**src/rtl/recv_pkg.sv**
```systemverilog
// Shared UART definitions: data width, 3-bit receiver state encodings and
// the oversample divider calculation.
package recv_pkg;

    localparam int DATA_W = 8;

    localparam logic [2:0] ST_IDLE   = 3'd0;
    localparam logic [2:0] ST_START  = 3'd1;
    localparam logic [2:0] ST_DATA   = 3'd2;
    localparam logic [2:0] ST_PARITY = 3'd3;
    localparam logic [2:0] ST_STOP   = 3'd4;
    localparam logic [2:0] ST_WAITHI = 3'd5;

    // Clocks per oversample tick, truncated, never below 1.
    function automatic int calc_div(input int clock, input int baud, input int os);
        int d;
        d = clock / (baud * os);
        return (d < 1) ? 1 : d;
    endfunction

endpackage

```
**src/rtl/recv_brg.sv**
```systemverilog
// Oversample tick generator for the UART receiver. A down-counter reloads
// on terminal count; restart realigns the tick phase to a start edge.
module recv_brg
    import recv_pkg::*;
#(
    parameter int DIV = 6
) (
    input  logic clk,
    input  logic reset,
    input  logic restart,
    output logic tick
);

    localparam int CW = (DIV > 1) ? $clog2(DIV) : 1;
    localparam logic [CW-1:0] RELOAD = CW'(DIV - 1);

    logic [CW-1:0] cnt;

    // Divider counts down to zero, then reloads; restart forces a full period.
    always_ff @(posedge clk) begin
        if (reset || restart) begin
            cnt <= RELOAD;
        end else if (cnt == '0) begin
            cnt <= RELOAD;
        end else begin
            cnt <= cnt - 1'b1;
        end
    end

    assign tick = (cnt == '0) && !restart;

endmodule

```
**src/rtl/recv.sv**
```systemverilog
// UART receiver, 8 data bits, LSB first, 1 stop bit, oversampled.
// Optional even-parity bit enabled by defining RECV_PARITY_EN.
//
// state     | meaning
// ----------+----------------------------------------------------------
// IDLE      | line high, waiting for a synchronized falling edge
// START     | counting to the start-bit midpoint to reject glitches
// DATA      | sampling 8 data bits at each bit midpoint
// PARITY    | sampling the even-parity bit (RECV_PARITY_EN only)
// STOP      | checking the stop bit, issuing valid/frame_err/parity_err
// WAITHI    | after a bad stop, waiting for the line to return high
module recv
    import recv_pkg::*;
#(
    parameter int BAUD       = 115200,
    parameter int CLOCK      = 12_000_000,
    parameter int OVERSAMPLE = 16
) (
    input  logic              clk,
    input  logic              reset,
    input  logic              rx,
    output logic [DATA_W-1:0] data,
    output logic              valid,
    output logic              busy,
    output logic              frame_err,
    output logic              parity_err
);

    localparam int DIV   = calc_div(CLOCK, BAUD, OVERSAMPLE);
    localparam int CNT_W = $clog2(OVERSAMPLE);
    localparam logic [CNT_W-1:0] HALF_M1 = CNT_W'(OVERSAMPLE / 2 - 1);
    localparam logic [CNT_W-1:0] FULL_M1 = CNT_W'(OVERSAMPLE - 1);
    localparam logic [2:0]       LAST_BIT = 3'(DATA_W - 1);

    logic              rx_meta;
    logic              rx_sync;
    logic              rx_prev;
    logic              fall;
    logic              tick;
    logic              restart;
    logic              sample;
    logic [2:0]        state;
    logic [CNT_W-1:0]  os_cnt;
    logic [2:0]        bit_cnt;
    logic [DATA_W-1:0] shreg;
`ifdef RECV_PARITY_EN
    logic              par_bad;
    logic              parity_err_q;
`endif

    // Two-flop synchronizer plus one delayed copy for edge detection.
    always_ff @(posedge clk) begin
        if (reset) begin
            rx_meta <= 1'b1;
            rx_sync <= 1'b1;
            rx_prev <= 1'b1;
        end else begin
            rx_meta <= rx;
            rx_sync <= rx_meta;
            rx_prev <= rx_sync;
        end
    end

    assign fall    = rx_prev && !rx_sync;
    assign restart = (state == ST_IDLE) && fall;
    assign sample  = tick && (os_cnt == '0);

    recv_brg #(
        .DIV (DIV)
    ) u_brg (
        .clk     (clk),
        .reset   (reset),
        .restart (restart),
        .tick    (tick)
    );

    // Frame sequencing: midpoint sampling, shifting and one-cycle strobes.
    always_ff @(posedge clk) begin
        if (reset) begin
            state     <= ST_IDLE;
            os_cnt    <= '0;
            bit_cnt   <= '0;
            shreg     <= '0;
            data      <= '0;
            valid     <= 1'b0;
            busy      <= 1'b0;
            frame_err <= 1'b0;
`ifdef RECV_PARITY_EN
            par_bad      <= 1'b0;
            parity_err_q <= 1'b0;
`endif
        end else begin
            valid     <= 1'b0;
            frame_err <= 1'b0;
`ifdef RECV_PARITY_EN
            parity_err_q <= 1'b0;
`endif
            // Tick counter runs down between midpoints; reloaded on each sample.
            if (tick && (os_cnt != '0)) begin
                os_cnt <= os_cnt - 1'b1;
            end

            case (state)
                ST_IDLE: begin
                    if (fall) begin
                        state  <= ST_START;
                        os_cnt <= HALF_M1;
                    end
                end
                ST_START: begin
                    if (sample) begin
                        if (!rx_sync) begin
                            state   <= ST_DATA;
                            busy    <= 1'b1;
                            os_cnt  <= FULL_M1;
                            bit_cnt <= '0;
                        end else begin
                            state <= ST_IDLE;
                        end
                    end
                end
                ST_DATA: begin
                    if (sample) begin
                        shreg   <= {rx_sync, shreg[DATA_W-1:1]};
                        os_cnt  <= FULL_M1;
                        bit_cnt <= bit_cnt + 3'd1;
                        if (bit_cnt == LAST_BIT) begin
`ifdef RECV_PARITY_EN
                            state <= ST_PARITY;
`else
                            state <= ST_STOP;
`endif
                        end
                    end
                end
`ifdef RECV_PARITY_EN
                ST_PARITY: begin
                    if (sample) begin
                        par_bad <= (^shreg) ^ rx_sync;
                        os_cnt  <= FULL_M1;
                        state   <= ST_STOP;
                    end
                end
`endif
                ST_STOP: begin
                    if (sample) begin
                        busy <= 1'b0;
                        if (rx_sync) begin
                            state <= ST_IDLE;
`ifdef RECV_PARITY_EN
                            if (par_bad) begin
                                parity_err_q <= 1'b1;
                            end else begin
                                valid <= 1'b1;
                                data  <= shreg;
                            end
`else
                            valid <= 1'b1;
                            data  <= shreg;
`endif
                        end else begin
                            frame_err <= 1'b1;
                            state     <= ST_WAITHI;
                        end
                    end
                end
                ST_WAITHI: begin
                    if (rx_sync) begin
                        state <= ST_IDLE;
                    end
                end
                default: begin
                    state <= ST_IDLE;
                end
            endcase
        end
    end

`ifdef RECV_PARITY_EN
    assign parity_err = parity_err_q;
`else
    assign parity_err = 1'b0;
`endif

endmodule

```
**config.mk**
```make
export PLATFORM = sky130hd
export DESIGN_NAME = recv
export DESIGN_NICKNAME = d
export VERILOG_FILES = /design/src/rtl/recv_pkg.sv /design/src/rtl/recv_brg.sv /design/src/rtl/recv.sv
export SDC_FILE = /design/constraint.sdc
export NUM_CORES = 1
export LEC_CHECK = 0
export BUFFER_PORTS_ARGS = -buffer_cell sky130_fd_sc_hd__buf_2
export CAP_MARGIN = 15
export CELL_PAD_IN_SITES_DETAIL_PLACEMENT = 1
export CELL_PAD_IN_SITES_GLOBAL_PLACEMENT = 2
export CORE_MARGIN = 1.5
export CORE_UTILIZATION = 30
export DETAILED_ROUTE_END_ITERATION = 10
export PLACE_DENSITY_LB_ADDON = 0.1
export REMOVE_ABC_BUFFERS = 1
export SETUP_SLACK_MARGIN = 0.05
export SYNTH_ARGS = -nofsm -noshare
export SYNTH_HDL_FRONTEND = slang
export SYNTH_SLANG_ARGS = --single-unit
```
**constraint.sdc**
```tcl
create_clock -name clk -period 1.8 [get_ports clk]
set_input_delay 0.36 -clock clk [delete_from_list [all_inputs] [get_ports clk]]
set_output_delay 0.36 -clock clk [all_outputs]
set_load 0.05 [all_outputs]
```
## Word-level counts from Yosys, hierarchy flattened

Index checks and enable logic that the tools add are counted.

- Bits in registers: 35
- Output and inout bits: 12

- Add/subtract/negate cells: 3
- Equal/unequal tests: 12
- Mux-type cells: 25
- Bitwise gates (word level): 2
- Reduce and logical (&&, ||, !) cells: 21

Operators by type and width:

| cell | number |
|---|---|
| two-way mux 3 bit | 10 |
| two-way mux 4 bit | 5 |
| case mux 3 bit (5 select lines) | 1 |
| inequality test 2 bit (second input constant) | 7 |
| case mux 4 bit (3 select lines) | 1 |
| == test 3 bit (second input constant) | 3 |
| AND reduction 4 bit | 2 |
| zero test 3 bit | 2 |
| case mux 3 bit (2 select lines) | 1 |
| AND reduction 6 bit | 1 |
| logical AND 1 bit | 5 |
| two-way mux 1 bit | 5 |
| zero test 4 bit | 1 |
| nonzero test 2 bit | 2 |
| nonzero test 4 bit | 1 |
| subtractor 4 x 1 -> 4 bit (second input constant) | 1 |
| adder 3 x 1 -> 3 bit (second input constant) | 1 |
| == test 3 x 1 -> 1 bit (second input constant) | 1 |
| == test 3 x 2 -> 1 bit (second input constant) | 1 |
| AND reduction 3 bit | 1 |
| OR reduction 3 bit | 1 |
| subtractor 3 x 1 -> 3 bit (second input constant) | 1 |
| zero test 1 bit | 2 |
| two-way mux 2 bit | 1 |
| other kinds (5) | 6 |

## Logic depth before layout (Yosys ltp)

- Depth in word-level cells: 10
- Gate-level depth with buffers: 8
- Gate-level depth less buffers: 8

## By module

Synthesis repeated with hierarchy kept, for this count alone.

- Cell total of the unflattened synthesis: 159
- Area total of the unflattened synthesis: 1550.2 µm²

By module, submodules not included:

| module | instances | cells each | area an instance (µm²) | sequential area each (µm²) |
|---|---|---|---|---|
| recv | 1 | 144 | 1402.6 | 640.6 |
| recv_brg | 1 | 15 | 147.6 | 60.1 |

## Least setup slack after synthesis

Ideal clock, no wire load.

- Path type: reg2reg
- Start point: register u_brg.cnt[0]
- End point: register state[0]
- Library setup time: 0.070 ns
- Arrival: 1.764 ns
- Data required time: 1.730 ns
- Slack: -0.034 ns
- Cell stages (with the launch flop): 9
- Buffers on the path: 0
- Period minus slack after synthesis: 1.834 ns
- Cells stage by stage: dfxtp_1 inv_1 ha_1 ha_1 nand4bb_4 a31oi_4 a21oi_2 or4b_1 a21oi_1

- Cells in the longest elaborated chain, start to end: 5
- Elaborated cells on any way between the ends: 7
- Classes of those cells: 3 x eq/ne; 4 x reduce/logical

RTL lines:

| what | RTL line | source |
|---|---|---|
| from (decl) | recv_brg.sv:17 | `logic [CW-1:0] cnt;` |
| from (signal assigned) | recv_brg.sv:26 | `cnt <= cnt - 1'b1;` |
| zero test 3 bit * | recv_brg.sv:30 | `assign tick = (cnt == '0) && !restart;` |
| logical AND 1 bit * | recv_brg.sv:30 |  |
| logical AND 1 bit * | recv.sv:66 | `assign sample = tick && (os_cnt == '0);` |
| inequality test 2 bit (no line) | - |  |
| AND reduction 6 bit (no line) * | - |  |
| to (signal assigned) | recv.sv:80 | `state <= ST_IDLE;` |
| to (signal assigned) | recv.sv:106 | `state <= ST_START;` |
| to (signal assigned) | recv.sv:113 | `state <= ST_DATA;` |
| to (decl) | recv.sv:42 | `logic [2:0] state;` |

Every way passes the cells marked *; elsewhere a longest branch is shown, timed or not.
A chain may end at the register's enable or synchronous reset.

## Final worst setup path

- Start point: register u_brg.cnt[0]
- End point: register bit_cnt[0]

- Cells in the longest elaborated chain, start to end: 5
- Elaborated cells on any way between the ends: 6
- Classes of those cells: 2 x eq/ne; 4 x reduce/logical

RTL lines:

| what | RTL line | source |
|---|---|---|
| zero test 3 bit * | recv_brg.sv:30 |  |
| logical AND 1 bit * | recv_brg.sv:30 |  |
| logical AND 1 bit * | recv.sv:66 |  |
| inequality test 2 bit (no line) | - |  |
| AND reduction 4 bit (no line) * | - |  |
| to (signal assigned) | recv.sv:126 | `bit_cnt <= bit_cnt + 3'd1;` |
| to (decl) | recv.sv:44 | `logic [2:0] bit_cnt;` |

Marked as above.

==> flow_summary.yaml <==
outcome:
  status: "complete, but fails checks"
  violations: "setup timing"
final_layout:
  syn_to_final_growth_pct: 32.2
  layout-drive-gt1-share_pct: 36.5
  final_cells: 264
  num-nets-final: 205
  n_antenna_cell: 0
pwr:
  vdd_drop_max_mv: 0.376
  power.density_nw_per_um2: 989
  power_w: 0.00202
  power.leakage_nw: 0.842
placed_design:
  io_buffers: 13
  dp_slack_ns: -0.0979
  globalplace.congestion: 0.684
  hpwl_um: 2600
  dp.cells: 249
floorplanning:
  core_area_um2: 4850
  die_y_um: 74.7
  die_w_um: 74.7
  die_area_um2: 5570
  ioPinCount: 15
  rows: 25
  start_util_pct: 31.8
timing:
  finalSetupViolations: 1
  finClkSkew_ns: 0.00644
  period_needed_ns: 1.81
  drv_slew: 0
  fin_tns_setup_ns: -0.00618
  rsz0062_at_grt: "true"
  max_freq_mhz: 554
  fin_ws_ns: -0.00618
  hold_viol: 0
  min_period_over_period_pct: 100
route:
  routed_wl_um: 3680
  via_per_inst: 4.70
  first_iter_violations: 29
  vias: 1241
  drtAntennaViolNets: 0
  post-route-drc-count: 0
  wl_per_cell_um: 13.9
  drt_pass1_iterations: 3
synthesis:
  syn_inst: 163
  synth_area_per_cell_um2: 9.45
  ys_types: 39
  yosys_warnings: 0
  seq_area_frac_synth_pct: 45.5
  netlist_area_um2: 1540
  ys_ff_latch: 35
grt:
  gr-usage-met2_pct: 24.9
  grt_max_degree: 16
  grt_pass1_wl_um: 6080
  grt_pass1_vias: 1260
  globalRouteMet1Util_pct: 17.8
  grt_usage_pct: 14.6
  busiest_layer: "met2"
  antenna_found_initial: 0
  grt_util_met3_pct: 4.02
  gr-total-overflow: 0
worst_setup_path:
  timing.critical_path.cells: "inv_2 -> ha_4 -> ha_4 -> nand4bb_4 -> buf_4 -> nor4_4 -> buf_4 -> buf_12 -> nor2_1 -> a311oi_1"
  worst-path-buf-inv: 4
  critPathKind: "flip-flop to flip-flop"
  critPathTopFamily: "buffers and inverters"
  cp_data_required_time_ns: 1.98
  reg2reg_setup_slack_ns: -0.006
  cp-end-kind: "flip-flop"
  worstSetupStartpointType: "flip-flop"
  crit_path_max_fanout: 6
  cp.arrival_ns: 1.98
  max_stage_delay_ns: 0.33
  cpMaxStageDelayCell: "dfxtp_2"
clocking:
  numClockSinks: 35
  htree_levels: 2
  clock_path_buffers: 2
  cts_tree: "done"
  clk_latency_ns: 0.28
  clk_pin_slew_ns: 0.07
  cts_root_buffer: "clkbuf_8"
  cts_made_buffers: 5
  cts_hold_buf: 0
run:
  cap_violations: 0
worst_hold_path:
  hold_class: "input pin to flip-flop"
-- metrics by stage --
stage | instance area (µm²) | hold slack [ns] | utilization, %
global route | 2040 | 0.260 | 42.0
detailed placement | 1770 | 0.391 | 36.4
CTS | 1920 | 0.254 | 39.6
global placement | 1770 | 0.368 | 36.4
finish | 2040 | 0.266 | 42.0
floorplan | 1490 | 0.358 | -
-- final timing paths --
check          startpoint            to  cells after the start
min reg2reg  u_brg.cnt[0]  u_brg.cnt[0]                      1
min                    rx       rx_meta                      2
max          u_brg.cnt[0]    bit_cnt[0]                     10
max reg2reg  u_brg.cnt[0]    bit_cnt[0]                     10
-- Yosys cell counts --
cell type	number	share of area, %
or2_2	3	1.2
or3_1	1	0.41
xnor2_1	1	0.57
a22oi_1	2	0.97
nand4bb_4	1	1.8
mux2i_1	16	10
or3b_1	1	0.57
a21o_1	1	0.49
a31oi_1	2	0.81
a311oi_1	1	0.57
nand4_1	1	0.41
ha_1	5	4.1
a21oi_2	1	0.57
nor4_4	1	1.4
a31oi_4	1	1.4
clkbuf_1	3	0.73
o21ai_0	9	2.9
or4b_1	2	1.3
nand3_1	1	0.32
buf_2	5	1.6
nor4_1	3	1.2
buf_4	1	0.49
nand3b_1	1	0.49
xor2_1	1	0.57
nand2_1	7	1.7
nor3_1	4	1.3
o311ai_0	1	0.57
dfxtp_1	35	45
and3_1	1	0.41
inv_1	6	1.5
nand2b_1	3	1.2
a211oi_1	1	0.49
a21oi_1	11	3.6
conb_1	1	0.24
buf_6	1	0.73
and2b_2	1	0.57
nor3b_1	1	0.49
nor2_2	1	0.41
nor2_1	25	6.1
-- cell usage in the layout (no fill, tap or decap), drive strengths merged --
cell and instances:
buf 36, dfxtp 35, nor2 26, mux2i 16, a21oi 12, o21ai 9, nand2 7, clkbuf 7
inv 6, ha 5, nor3 4, nor4 4, or2 3, nand2b 3, a31oi 3, a22oi 2
or4b 2, nor3b 1, nand4 1, nand4bb 1, and3 1, and2b 1, nand3b 1, or3 1
xor2 1, or3b 1, nand3 1, a21o 1, xnor2 1, a211oi 1, o311ai 1, a311oi 1
conb 1, clkinv 1
-- where the power goes --
part	switching, W	internal, W	leakage (nW)
clock	0.000264	0.000300	0.0470
combinational	0.000284	0.000290	0.510
sequential	0.0000537	0.000824	0.285
total	0.000601	0.00141	0.842
-- registers in the layout (all words and copies together) (netlist names) --
signal	count
busy	1
rx_meta	1
rx_sync	1
u_brg.cnt	3
rx_prev	1
state	3
bit_cnt	3
os_cnt	4
frame_err	1
valid	1
data	8
shreg	8
-- timing repair --
| action | in CTS | in global routing |
|---|---|---|
| endpoints found under the setup margin | 19 | 23 |
| resized for setup | 12 | 13 |
| gates cloned | 0 | 1 |
| endpoints found under the hold margin | 0 | 0 |
| buffers inserted | 2 | 5 |
| pin swaps | 6 | 8 |
-- layout make-up --
type / instances / area [µm²]
well taps: 67 / 83.8
multi-input cells: 112 / 858
clock inverters: 1 / 5.00
inverters: 6 / 22.5
flip-flops and latches: 35 / 706
clock buffers: 6 / 82.6
repair buffers: 37 / 279
fillers: 554 / 2810
-- layer usage --
| metal | share of wire, % | wire length [µm] |
|---|---|---|
| met1 | 47 | 1730 |
| met2 | 49 | 1810 |
| met3 | 2.7 | 98 |
| met4 | 1.0 | 37 |
| met5 | 0 | 0 |
-- cells by family (layout without fill, tap and decap cells) --
| logic type | count (synthesis) | after routing | share of synthesized area (%) |
|---|---|---|---|
| flops | 35 | 35 | 45.5 |
| other cells | 1 | 1 | 0.243 |
| mux | 16 | 16 | 10.4 |
| fa+ha+maj | 5 | 5 | 4.06 |
| simple gates | 58 | 58 | 21.3 |
| compound gates | 30 | 30 | 12.3 |
| buf+inv | 16 | 50 | 5.04 |
| xor+xnor | 2 | 2 | 1.14 |
(Power assumes the default switching activity.)
